<file path="src/rtl/ram_stream_reader.sv">
// ram_stream_reader: reads a block of words from a one-cycle-latency RAM port and streams them out through a small credit-managed FIFO.
// Define RAM_STREAM_READER_LAST_EN to add lastOut, which flags the final word of each job.
module ram_stream_reader #(
  parameter int DATA_WIDTH = 32,
  parameter int RAM_DEPTH  = 512,
  parameter int FIFO_DEPTH = 4,
  parameter int AW         = $clog2(RAM_DEPTH)
) (
  input  logic                  clkIn,
  input  logic                  rstIn,
  input  logic                  startIn,
  input  logic [AW-1:0]         baseAddrIn,
  input  logic [AW:0]           lenIn,
  output logic                  busyOut,
  output logic                  doneOut,
  output logic [AW-1:0]         ramAddrOut,
  output logic                  ramRdEnOut,
  input  logic [DATA_WIDTH-1:0] ramRdDataIn,
  input  logic                  ramRdAckIn,
  output logic [DATA_WIDTH-1:0] dataOut,
  output logic                  validOut,
`ifdef RAM_STREAM_READER_LAST_EN
  output logic                  lastOut,
`endif
  input  logic                  readyIn
);

  localparam int PW = $clog2(FIFO_DEPTH);
  localparam int CW = PW + 1;
  localparam logic [CW-1:0] FIFO_FULL = CW'(FIFO_DEPTH);
  localparam logic [CW-1:0] CNT_ONE   = CW'(1'b1);
  localparam logic [PW-1:0] PTR_ONE   = PW'(1'b1);
  localparam logic [AW-1:0] ADDR_MAX  = AW'(RAM_DEPTH - 1);
  localparam logic [AW-1:0] ADDR_ZERO = AW'(1'b0);
  localparam logic [AW-1:0] ADDR_ONE  = AW'(1'b1);
  localparam logic [AW:0]   LEN_ZERO  = (AW+1)'(1'b0);
  localparam logic [AW:0]   LEN_ONE   = (AW+1)'(1'b1);

  typedef enum logic [1:0] {
    IDLE  = 2'd0,
    READ  = 2'd1,
    DRAIN = 2'd2
  } stateT;

  stateT                 stateR;
  stateT                 stateNextS;
  logic [AW-1:0]         addrR;
  logic [AW:0]           issueR;
  logic [1:0]            inflightR;
  logic [CW-1:0]         countR;
  logic [PW-1:0]         wrPtrR;
  logic [PW-1:0]         rdPtrR;
  logic [DATA_WIDTH-1:0] dataMemR [FIFO_DEPTH];
  logic                  doneR;
  logic                  acceptS;
  logic                  emptyJobS;
  logic                  issueS;
  logic                  finishS;
  logic                  pushS;
  logic                  popS;
  logic [CW:0]           creditUsedS;
`ifdef RAM_STREAM_READER_LAST_EN
  logic                  lastMemR [FIFO_DEPTH];
  logic [AW:0]           pushLeftR;
`endif

  // Acks are only honoured against an outstanding read, so stale acks after a reset are dropped.
  assign pushS       = ramRdAckIn && (inflightR != 2'd0);
  assign popS        = validOut && readyIn;
  assign creditUsedS = (CW+1)'(countR) + (CW+1)'(inflightR);

  assign busyOut    = (stateR != IDLE);
  assign doneOut    = doneR;
  assign ramAddrOut = addrR;
  assign ramRdEnOut = issueS;
  assign validOut   = (countR != CW'(1'b0));
  assign dataOut    = dataMemR[rdPtrR];
`ifdef RAM_STREAM_READER_LAST_EN
  assign lastOut    = lastMemR[rdPtrR];
`endif

  // State register.
  always_ff @(posedge clkIn or posedge rstIn) begin
    if (rstIn) begin
      stateR <= IDLE;
    end else begin
      stateR <= stateNextS;
    end
  end

  // Next-state decode and per-cycle job strobes.
  always_comb begin
    stateNextS = stateR;
    acceptS    = 1'b0;
    emptyJobS  = 1'b0;
    issueS     = 1'b0;
    finishS    = 1'b0;
    case (stateR)
      IDLE: begin
        if (startIn) begin
          if (lenIn == LEN_ZERO) begin
            emptyJobS = 1'b1;
          end else begin
            acceptS    = 1'b1;
            stateNextS = READ;
          end
        end else begin
          stateNextS = IDLE;
        end
      end
      READ: begin
        // Credit counts both buffered words and reads still in flight.
        issueS = (issueR != LEN_ZERO) && (creditUsedS < {1'b0, FIFO_FULL});
        if (issueS && (issueR == LEN_ONE)) begin
          stateNextS = DRAIN;
        end else begin
          stateNextS = READ;
        end
      end
      DRAIN: begin
        finishS = popS && !pushS && (countR == CNT_ONE) && (inflightR == 2'd0);
        if (finishS) begin
          stateNextS = IDLE;
        end else begin
          stateNextS = DRAIN;
        end
      end
      default: begin
        stateNextS = IDLE;
      end
    endcase
  end

  // Address/issue counters, in-flight tracking and the done pulse.
  always_ff @(posedge clkIn or posedge rstIn) begin
    if (rstIn) begin
      addrR     <= ADDR_ZERO;
      issueR    <= LEN_ZERO;
      inflightR <= 2'd0;
      doneR     <= 1'b0;
    end else begin
      doneR <= emptyJobS || finishS;
      if (acceptS) begin
        addrR  <= baseAddrIn;
        issueR <= lenIn;
      end else if (issueS) begin
        addrR  <= (addrR == ADDR_MAX) ? ADDR_ZERO : (addrR + ADDR_ONE);
        issueR <= issueR - LEN_ONE;
      end else begin
        addrR  <= addrR;
        issueR <= issueR;
      end
      case ({issueS, pushS})
        2'b10:   inflightR <= inflightR + 2'd1;
        2'b01:   inflightR <= inflightR - 2'd1;
        default: inflightR <= inflightR;
      endcase
    end
  end

  // Output FIFO: registered head, no fall-through.
  always_ff @(posedge clkIn or posedge rstIn) begin
    if (rstIn) begin
      countR <= CW'(1'b0);
      wrPtrR <= PW'(1'b0);
      rdPtrR <= PW'(1'b0);
      for (int i = 0; i < FIFO_DEPTH; i++) begin
        dataMemR[i] <= DATA_WIDTH'(1'b0);
      end
    end else begin
      if (pushS) begin
        dataMemR[wrPtrR] <= ramRdDataIn;
        wrPtrR           <= wrPtrR + PTR_ONE;
      end else begin
        wrPtrR <= wrPtrR;
      end
      if (popS) begin
        rdPtrR <= rdPtrR + PTR_ONE;
      end else begin
        rdPtrR <= rdPtrR;
      end
      case ({pushS, popS})
        2'b10:   countR <= countR + CNT_ONE;
        2'b01:   countR <= countR - CNT_ONE;
        default: countR <= countR;
      endcase
    end
  end

`ifdef RAM_STREAM_READER_LAST_EN
  // Per-entry last flag, derived from the number of words still to arrive.
  always_ff @(posedge clkIn or posedge rstIn) begin
    if (rstIn) begin
      pushLeftR <= LEN_ZERO;
      for (int i = 0; i < FIFO_DEPTH; i++) begin
        lastMemR[i] <= 1'b0;
      end
    end else begin
      if (acceptS) begin
        pushLeftR <= lenIn;
      end else if (pushS) begin
        pushLeftR <= pushLeftR - LEN_ONE;
      end else begin
        pushLeftR <= pushLeftR;
      end
      if (pushS) begin
        lastMemR[wrPtrR] <= (pushLeftR == LEN_ONE);
      end
    end
  end
`endif

endmodule
</file>
<file path="config.mk">
export PLATFORM = sky130hd
export DESIGN_NAME = ram_stream_reader
export DESIGN_NICKNAME = d
export VERILOG_FILES = /design/src/rtl/ram_stream_reader.sv
export SDC_FILE = /design/constraint.sdc
export NUM_CORES = 1
export LEC_CHECK = 0
export CAP_MARGIN = 10
export CORE_UTILIZATION = 45
export DETAILED_ROUTE_END_ITERATION = 10
export DONT_BUFFER_PORTS = 1
export SKIP_LAST_GASP = 1
export SYNTH_ARGS = -nofsm -noshare
export SYNTH_HDL_FRONTEND = slang
export SYNTH_SLANG_ARGS = --single-unit
</file>
<file path="constraint.sdc">
create_clock -name clkIn -period 6.5 [get_ports clkIn]
set_clock_uncertainty 0.2 [all_clocks]
set_input_delay 0.325 -clock clkIn [delete_from_list [all_inputs] [get_ports clkIn]]
set_output_delay 0.325 -clock clkIn [all_outputs]
set_load 0.005 [all_outputs]
</file>
==> summary.txt <==
Worst setup path
  – CP startpoint kind: flop
  – Crit-path slowest cell: dfrtp_1
  – CP Max Fanout: 23
  – Req. time, crit path: 5.97 ns
  – CP Capture Type: output pin
  – WS Path Type: flop to output pin
  – Data arrival, critical path: 2.57 ns
  – Crit-path cells: ha_1, a311o_1, or2_0, or2_4, inv_1
  – Largest stage delay on the critical path: 0.42 ns

CTS
  – Clock root cell: clkbuf_16
  – Max H-tree Level: 4
  – Clk slew on worst S/H paths: 0.06 ns
  – Skew-Pair Late Insertion Delay: 0.42 ns
  – Hold-fix buffers, CTS: 53
  – TritonCTS clock tree: built
  – Cts bufs inserted: 17
  – Sink Count: 159
  – Post-CTS setup repair buffer count: 0
  – Clock Path Buffers: 2
  – PostCTS Resize Cnt: 0

STA
  – RSZ-0062 raised after global routing: false
  – Period utilization: 47.59%
  – Setup TNS: 0 ns
  – Min Tclk post-route: 3.094 ns
  – Final Hold Viols: 0
  – Hold slack: 0.03791 ns
  – Max Clk Rate: 323.2 MHz
  – Slew at the pin with the worst max-slew slack: 1.156 ns
  – Worst Slack Setup Final: 3.406 ns
  – Final Slew Violations: 0
  – Final setup fails: 0
  – Slew margin rel.: 22.70%

Final layout
  – Layout cells sized above 1: 35.58%
  – Post-route cell area: 8707 um2
  – Core Util, Final: 54.61%
  – Area Growth Syn to Fin: 18.15%
  – Diode count: 0
  – Total Nets Final: 639

Placement
  – Area after DPL: 7571 um2
  – Detailed placer's ending HPWL: 9.224 mm
  – Routability cong.: 0.8057
  – IO buf count: 0
  – Place WS: 3.228 ns

Power and ir drop
  – Leak pwr: 3.630 nW
  – Pwr Density: 513.8 nW/um2
  – Worst VDD drop: 215.4 uV

Synth
  – Synthesized instance count: 520
  – Avg Inst Size Synth: 14.17 um2
  – Yosys reg bits: 159
  – Area contributors post-synth: dfrtp_1 (54%), mux2_2 (20%), mux4_2 (9.8%)
  – EDFF count, synth: 0
  – Syn Std Cell Area: 7370 um2
  – Area leader, netlist: dfrtp_1
  – Synth unique cells: 48
  – Count leader, synth: dfrtp_1
  – Asr flop ratio synth: 100.0%
  – Syn_nets: 592
  – Top FF cell, synth: dfrtp_1
  – Top cells by count, synth: dfrtp_1 (159), mux2_2 (128), mux4_2 (32)
  – Sequential element share of the synthesized area: 53.99%
  – Synth top area share: 53.99%
  – Ys Warns: 0

Die
  – IO Pins: 101
  – Die width: 130.0 um
  – Die ar.: 16890 um2
  – Rows: 46
  – Die Ht: 130.0 um
  – Starting Density: 46.23%
  – Core area: 15940 um2

Route
  – Pre-Repair DR Iteration Count: 4
  – Average wire per standard cell: 19.12 um
  – DRT iter0 DRCs: 168
  – Vias/cell: 5.674
  – Via count: 4511
  – Detailed Route WL: 15.20 mm
  – DRC: 0
  – Detail Route Antenna Nets: 0

Status
  – Status: finished, final reports clean

Job
  – Max cap viols: 0

Global route
  – Grt ovf: 0
  – Vias in the first global route: 4771
  – First-pass GRT wire length: 24.50 mm
  – Total GRT Usage: 19.30%
  – Largest net degree at the start of global routing: 94
  – Antenna violations before repair: 0

Worst hold path
  – Hold Crit Class: input pin to flop
[path summary, 6_finish.rpt]
check / slack (ns) / end / from / cells after the start
max reg2reg: 3.59 / issueR[7] / stateR[0] / 5
max in group asynchronous: 4.35 / dataMemR[71] / rstIn / 3
min reg2reg: 0.30 / dataMemR[36] / dataMemR[36] / 1
min: 0.04 / rdPtrR[0] / readyIn / 2
min in group asynchronous: 0.39 / dataMemR[56] / rstIn / 2
max: 3.41 / ramRdEnOut / inflightR[1] / 5
[power breakdown]
group	leakage [nW]	internal [mW]	total [mW]	switching, mW
sequential	1.89	1.49	1.84	0.352
combinational	1.44	0.928	1.61	0.686
clock	0.299	0.632	1.02	0.386
total	3.63	3.05	4.47	1.42
[sequential cells by signal (all words and copies together) (netlist names)]
register / count
stateR: 2
countR: 3
doneOut: 1
dataMemR: 128
issueR: 10
wrPtrR: 2
rdPtrR: 2
ramAddrOut: 9
inflightR: 2
[worst max-delay path, delay by kind of cell (launching register included)]
| kind | cells | cell delay (ns) |
|---|---|---|
| and+or+nand+nor | 2 | 0.72 |
| DFF | 1 | 0.42 |
| AOI/OAI and AO/OA | 1 | 0.37 |
| buffers and inverters | 1 | 0.34 |
| adders and majority gates | 1 | 0.30 |
[cell usage in the layout, fill, tap and decap left out, types with 4 or more instances in the layout]
master         netlist  layout
dfrtp_1            159     157
mux2_2             128     128
dlygate4sd3_1        0      53
mux4_2              32      32
nor2_1              25      25
o21ai_0             17      17
clkbuf_16            0      17
ha_1                16      16
nand2_1             19      15
a31oi_1             10      10
inv_1               10       9
nor3_1               8       8
xnor2_1              7       7
or4_1                5       5
nor4_1               5       5
nand2_2              0       4
nand2b_1             4       4
nand3_1              4       4
a21oi_1              4       4
clkinv_2             0       4
[per-layer routing]
layer / up-vias / global-route usage [%] / share of wire (%)
li1: 2020 / - / -
met1: 2353 / 24.08 / 43
met2: 121 / 32.46 / 50
met3: 17 / 5.002 / 5.3
met4: 0 / 6.977 / 1.3
met5: - / 0 / 0
[cells by family (layout without fill, tap and decap cells)]
| group | count (synthesis) | count (layout) | share of synthesized area [%] |
|---|---|---|---|
| xor gates and xnor gates | 10 | 10 | 1.189 |
| DFF | 159 | 159 | 53.99 |
| AOI/OAI and AO/OA | 50 | 50 | 4.618 |
| and+or+nand+nor | 86 | 86 | 5.926 |
| muxes | 161 | 161 | 29.47 |
| buffers and inverters | 38 | 97 | 2.088 |
| adders and majority gates | 16 | 16 | 2.716 |
[stage by stage]
stage / total power, mW / std cells
4_1_cts: 4.534 / 795
3_5_place_dp: 3.470 / 711
3_3_place_gp: 3.373 / 711
2_1_floorplan: 3.087 / 520
6_report: 4.474 / 795
5_1_grt: 4.770 / 795
[layout make-up]
class | instances | area [um2]
multi-input combinational | 323 | 3258
timing repair buffer | 55 | 545.5
inverter | 11 | 46.29
fill | 1363 | 7236
tap | 216 | 270.3
clock buffer | 21 | 470.5
clock inverter | 10 | 135.1
sequential | 159 | 3981
Note: power is estimated with default switching activity, not from simulation.
